--- src/rtl/lfsr_pkg.sv ---
// Shared types, default constants and the single-step Galois function
// used by the LFSR pattern generator and its combinational stepper.
package lfsr_pkg;

    typedef enum logic {
        IDLE,
        RUN
    } lfsr_state_e;

    localparam logic [15:0] LFSR16_TAPS = 16'h0006;
    localparam logic [15:0] LFSR16_SEED = 16'hA2C1;

    // One Galois step on a register of 'width' bits held in the low bits
    // of r (upper bits zero). Bit width-1 takes r[0]; lower bits shift
    // down and pick up the feedback where the tap mask is set.
    function automatic logic [31:0] lfsr_step(
        input logic [31:0] r,
        input logic [31:0] taps,
        input int          width
    );
        logic [31:0] top;
        logic [31:0] nxt;
        top = 32'd1 << (width - 1);
        nxt = r >> 1;
        if (r[0]) begin
            nxt = (nxt ^ (taps & ~top)) | top;
        end
        return nxt;
    endfunction

endpackage

--- src/rtl/lfsr_galois_stepper.sv ---
// Combinational OUT_BITS-deep unroll of the Galois step.
// Ports: r (current reg), r_next (OUT_BITS steps ahead), data (bit 0 oldest).
module lfsr_galois_stepper
    import lfsr_pkg::*;
#(
    parameter int             WIDTH    = 16,
    parameter logic [WIDTH-1:0] TAPS   = WIDTH'(LFSR16_TAPS),
    parameter int             OUT_BITS = 1
) (
    input  logic [WIDTH-1:0]    r,
    output logic [WIDTH-1:0]    r_next,
    output logic [OUT_BITS-1:0] data
);

    logic [WIDTH-1:0] chain [OUT_BITS+1];

    assign chain[0] = r;

    for (genvar k = 0; k < OUT_BITS; k++) begin : g_step
        assign chain[k+1] = WIDTH'(lfsr_step(32'(chain[k]), 32'(TAPS), WIDTH));
        assign data[k]    = chain[k][0];
    end

    assign r_next = chain[OUT_BITS];

endmodule

--- src/rtl/lfsr_galois_gen.sv ---
// Galois LFSR pattern generator with seed load, lockup guard, burst counter
// and a valid/ready output stream. Ports: control (seed_load/seed_val,
// start/burst_len, abort), stream (out_valid/out_ready/out_data), status
// (busy, done, lockup, state_out).
module lfsr_galois_gen
    import lfsr_pkg::*;
#(
    parameter int               WIDTH    = 16,
    parameter logic [WIDTH-1:0] TAPS     = WIDTH'(LFSR16_TAPS),
    parameter logic [WIDTH-1:0] SEED     = WIDTH'(LFSR16_SEED),
    parameter int               OUT_BITS = 1,
    parameter int               LEN_W    = 16
) (
    input  logic                clk,
    input  logic                nrst,
    input  logic                seed_load,
    input  logic [WIDTH-1:0]    seed_val,
    input  logic                start,
    input  logic [LEN_W-1:0]    burst_len,
    input  logic                abort,
    output logic                out_valid,
    input  logic                out_ready,
    output logic [OUT_BITS-1:0] out_data,
    output logic                busy,
    output logic                done,
    output logic                lockup,
    output logic [WIDTH-1:0]    state_out
);

    lfsr_state_e      state_q, state_d;
    logic [WIDTH-1:0] r_q, r_d, r_adv;
    logic [LEN_W-1:0] cnt_q, cnt_d;
    logic             done_q, done_d;
    logic             lock_q, lock_d;

    lfsr_galois_stepper #(
        .WIDTH    (WIDTH),
        .TAPS     (TAPS),
        .OUT_BITS (OUT_BITS)
    ) u_stepper (
        .r      (r_q),
        .r_next (r_adv),
        .data   (out_data)
    );

    always_ff @(posedge clk or negedge nrst) begin
        if (!nrst) begin
            state_q <= IDLE;
            r_q     <= SEED;
            cnt_q   <= '0;
            done_q  <= 1'b0;
            lock_q  <= 1'b0;
        end else begin
            state_q <= state_d;
            r_q     <= r_d;
            cnt_q   <= cnt_d;
            done_q  <= done_d;
            lock_q  <= lock_d;
        end
    end

    always_comb begin
        state_d = state_q;
        r_d     = r_q;
        cnt_d   = cnt_q;
        done_d  = 1'b0;
        lock_d  = 1'b0;
        unique case (state_q)
            IDLE: begin
                // seed_load outranks start; a zero seed would freeze the LFSR
                if (seed_load) begin
                    if (seed_val == '0) begin
                        r_d    = SEED;
                        lock_d = 1'b1;
                    end else begin
                        r_d = seed_val;
                    end
                end else if (start && burst_len != '0) begin
                    state_d = RUN;
                    cnt_d   = burst_len;
                end
            end
            RUN: begin
                // abort drops the pending beat without advancing r
                if (abort) begin
                    state_d = IDLE;
                end else if (out_ready) begin
                    r_d   = r_adv;
                    cnt_d = cnt_q - LEN_W'(1);
                    if (cnt_q == LEN_W'(1)) begin
                        state_d = IDLE;
                        done_d  = 1'b1;
                    end
                end
            end
            default: state_d = IDLE;
        endcase
    end

    assign out_valid = (state_q == RUN);
    assign busy      = (state_q == RUN);
    assign done      = done_q;
    assign lockup    = lock_q;
    assign state_out = r_q;

endmodule

--- config.mk ---
export PLATFORM = sky130hd
export DESIGN_NAME = lfsr_galois_gen
export DESIGN_NICKNAME = d
export VERILOG_FILES = /design/src/rtl/lfsr_pkg.sv /design/src/rtl/lfsr_galois_stepper.sv /design/src/rtl/lfsr_galois_gen.sv
export SDC_FILE = /design/constraint.sdc
export NUM_CORES = 1
export LEC_CHECK = 0
export CAP_MARGIN = 40
export CORE_UTILIZATION = 34
export CTS_CLUSTER_SIZE = 25
export DETAILED_ROUTE_END_ITERATION = 8
export PLACE_DENSITY_LB_ADDON = 0.1
export RECOVER_POWER = 50
export SETUP_SLACK_MARGIN = 0.15
export SYNTH_ARGS = -nofsm -noshare
export SYNTH_HDL_FRONTEND = slang
export SYNTH_HIERARCHICAL = 1
export SYNTH_SLANG_ARGS = --single-unit
--- constraint.sdc ---
create_clock -name clk -period 2.1 [get_ports clk]
set_input_delay 0.42 -clock clk [delete_from_list [all_inputs] [get_ports clk]]
set_output_delay 0.42 -clock clk [all_outputs]
set_load 0.005 [all_outputs]
==> results of run 1 <==
[power by group through the flow]
stage / sequential [mW] / clock [mW] / combinational [mW]
after global routing: 1.13 / 0.530 / 1.03
final: 1.10 / 0.487 / 0.925
after floorplan: 1.07 / 0 / 0.573
after CTS: 1.10 / 0.509 / 0.927
after detailed placement: 1.10 / 0 / 0.922
after global placement: 1.10 / 0 / 0.915
[worst max-delay path, delay by kind of cell]
| kind | cells | cell delay, ns |
|---|---|---|
| AND/OR/NAND/NOR | 4 | 0.98 |
| buffers and inverters | 1 | 0.43 |
| AO/OA/AOI/OAI | 1 | 0.25 |
[flip-flops by register name, indices dropped and copies added, names as in the netlist]
signal,cells
busy,1
cnt_q,16
lockup,1
done,1
state_out,16
[cells by family after synthesis]
kind of cell,count (synthesis),synth area share
multiplexers,16,0.0777
adder cells (fa/ha/maj),2,0.0121
AO/OA/AOI/OAI,61,0.176
AND/OR/NAND/NOR,80,0.203
XOR/XNOR,2,0.00850
buffers and inverters,33,0.0935
flip-flops,35,0.429
[how the worst max path moves through the flow]
| stage | start | endpoint |
|---|---|---|
| finish | burst_len[2] | cnt_q[13] |
| global route | burst_len[6] | cnt_q[0] |
| CTS | burst_len[7] | cnt_q[13] |
| detailed placement | burst_len[3] | cnt_q[13] |
| global placement | burst_len[3] | cnt_q[0] |
| floorplan | cnt_q[2] | cnt_q[13] |
[cell usage after synthesis]
cell / count
nand2_1: 18
and3_1: 3
o221a_2: 1
nor2_1: 22
buf_6: 1
nand2b_1: 2
nand4_1: 2
nor3_1: 7
a31oi_1: 2
mux2i_1: 16
nand3_1: 4
nor4_4: 1
o22ai_1: 16
dfstp_2: 6
and3b_1: 1
a31o_2: 1
o21ai_1: 1
a32o_1: 1
o21ai_0: 8
nor3b_1: 1
dfrtp_1: 29
buf_1: 1
or4_4: 1
buf_2: 1
or4_1: 2
and4_1: 1
a221o_1: 3
a21oi_1: 26
buf_4: 16
clkbuf_1: 10
nor2b_1: 1
ha_1: 2
and2_0: 1
xor2_1: 2
inv_1: 4
nand3b_1: 1
nor4_1: 11
nor4b_1: 1
o211ai_1: 2
[layer usage]
layer	vias up	part of all wire	wire [um]	global-route usage
met3	7	0.061	341	0.0411
met5	-	0	0	0
met1	900	0.46	2610	0.240
met2	64	0.46	2610	0.309
met4	0	0.011	63	0.0589
li1	974	-	-	-
[layout by cell type, fill, tap and decap left out, types with 5 or more instances in the layout]
cell type / instances
a21oi_1: 26
buf_4: 32
clkbuf_8: 5
clkdlybuf4s50_1: 44
dfrtp_1: 29
dfstp_2: 6
dlygate4sd3_1: 7
dlymetal6s2s_1: 7
mux2i_1: 16
nand2_1: 18
nor2_1: 22
nor3_1: 7
nor4_1: 7
o21ai_0: 8
o22ai_1: 16
[repair_timing]
item	4_1_cts	5_1_grt
gates resized for setup	3	14
endpoints found under the setup margin	11	16
cloned	0	0
pin swaps	1	8
[metrics by stage]
stage                     utilization  instances  worst slack, ns  hold slack [ns]  TNS (ns)
after floorplan                     -        229            0.195            0.124         0
after global placement          0.498        365           -0.185            0.497     -2.26
after detailed placement        0.498        365           -0.220            0.505     -2.79
after CTS                       0.517        373            0.153            0.519         0
after global routing            0.526        373            0.110            0.539         0
final                           0.526        373            0.193            0.517         0
[layout make-up]
type	count	area (sq um)
Fill cell	524	2690
Multi-Input combinational cell	161	1040
Sequential cell	35	883
Timing Repair Buffer	93	875
Tap cell	72	90.1
Clock buffer	6	72.6
Inverter	4	15.0
Clock inverter	2	12.5
==> metrics.md, run 1 <==
| Metric | Value |
|---|---|
| Status | `complete, no violations` |
| CTS max path bufs | `2` |
| Setup crit end kind | `flip-flop` |
| Io pins | `59` |
| DRT Pass-1 Iters | `4` |
| Synthesized Nets | `269` |
| Fin nets | `340` |
| Switch Pwr | `0.878 mW` |
| Ratio of cells with drive above 1 in the final layout | `0.193` |
| Crit path required time | `2.27 ns` |
| Yosys top cell area share | `0.352` |
| Die W | `roughly 80 um` |
| Period utilization | `0.908` |
| Mapped Cells | `229` |
| Initial antenna violation count | `0` |
| Yosys warns | `6` |
| Hold Path End | `state_out[9]` |
| Hold WC Path Type | `reg2reg` |
| Avg WL per Cell | `15.1 um` |
| Gr ovfl total | `0` |
| Hold Path Cell Cnt | `2` |
| Setup bufs post-CTS | `0` |
| First-pass GRT wire length | `9.14 mm` |
| Crit path launch type | `primary input` |
| Slowest CP cell | `clkdlybuf4s50_1` |
| Drc violations | `0` |
| Worst-path clk slew | `0.07 ns` |
| Critical Path AT | `~2.1 ns` |
| Clock skew | `roughly 0.0024 ns` |
| Maximum vdd ir drop | `374 uV` |
| Sequential element share of the synthesized area | `0.429` |
| CTS tree | `done` |
| CTS buffer count | `5` |
| ANT cells | `0` |
| DR vias/cell | `5.21` |
| PortBufs | `58` |
| Final setup violation count | `0` |
| Area leader, netlist | `dfrtp_1` |
| Sw frac | `0.350` |
| Finished layout cell area | `0.00299 sq mm` |
| # hold bufs at CTS | `0` |
| Capturing point of the worst reg2reg path | `cnt_q[13]` |
| Total leakage power | `about 1.3 nW` |
| RSZ-0062 raised after global routing | `true` |
| Hold path start | `state_out[9]` |
| Clock share of power | `0.194` |
| CP max FO | `4` |
| Final GP Congestion | `0.816` |
| Worst reg2reg startpoint | `cnt_q[1]` |
| WS Path Type | `in2reg` |
| Gate power share | `0.368` |
| Routed Wire Length | `5.63 mm` |
| Vias | `between 1500 and 2000` |
| Tightest Pin Transition | `0.893 ns` |
| Cell-internal power | `1.63 mW` |
| Post-route ant nets | `0` |
| Slew HR | `0.405` |
| Clock tree sinks | `35` |
| Total power | `2.51 mW` |
| Final hold vios | `0` |
| Area after DPL | `0.00283 sq mm` |
| Detail Placement HPWL | `4.11 mm` |
| Synth unique cells | `39` |
| P&R area growth vs syn | `44.9%` |
| CORE AREA | `0.00568 sq mm` |
| # H-tree levels | `2` |
| Max_cap viols | `0` |
| Vias in the first global route | `1882` |
| Top area cells in the synthesized netlist | `dfrtp_1, mux2i_1, dfstp_2` |
| Reg2Reg Depth | `5` |
| Pin count of the biggest net entering global routing | `36` |
| R2r setup slk | `0.20 ns` |
| Mean Syn Cell Area | `9.00 sq um` |
| Final number of max-transition violations | `0` |
| Sequential share of power | `0.438` |
| Crit path cell chain | `clkdlybuf4s50_1 -> nor4_2 -> nand4_1 -> and3_4 -> and3_1 -> a221o_1` |
| Power Density | `841 mW/mm^2` |
| Max Freq | `roughly 520 MHz` |
| Synth Cell Area | `slightly above 0.002 sq mm` |
| Cell chosen for the clock root | `clkbuf_8` |
| Min Tclk post-route | `1.91 ns` |
| Starting DRT DRC Count | `89` |
| Row Count | `27` |
| Max incr delay on CP | `0.43 ns` |
| Yosys reg bits | `35` |
| Worst-skew pair later-pin latency | `roughly 0.29 ns` |
| Die height | `79.9 um` |
| Die ar. | `0.00638 sq mm` |
| Starting Density | `0.363` |
| Total Routing Usage GR | `0.186` |
(Power assumes the default switching activity.)
==> inputs of run 2 (changes only) <==
--- a/config.mk
+++ b/config.mk
@@ -5,6 +5,7 @@
 export SDC_FILE = /design/constraint.sdc
 export NUM_CORES = 1
 export LEC_CHECK = 0
+export ABC_CLOCK_PERIOD_IN_PS = 2100
 export CAP_MARGIN = 40
 export CORE_UTILIZATION = 34
 export CTS_CLUSTER_SIZE = 25
==> results of run 2 <==
The final DEF is identical to that of run 1; final timing and power are the same.
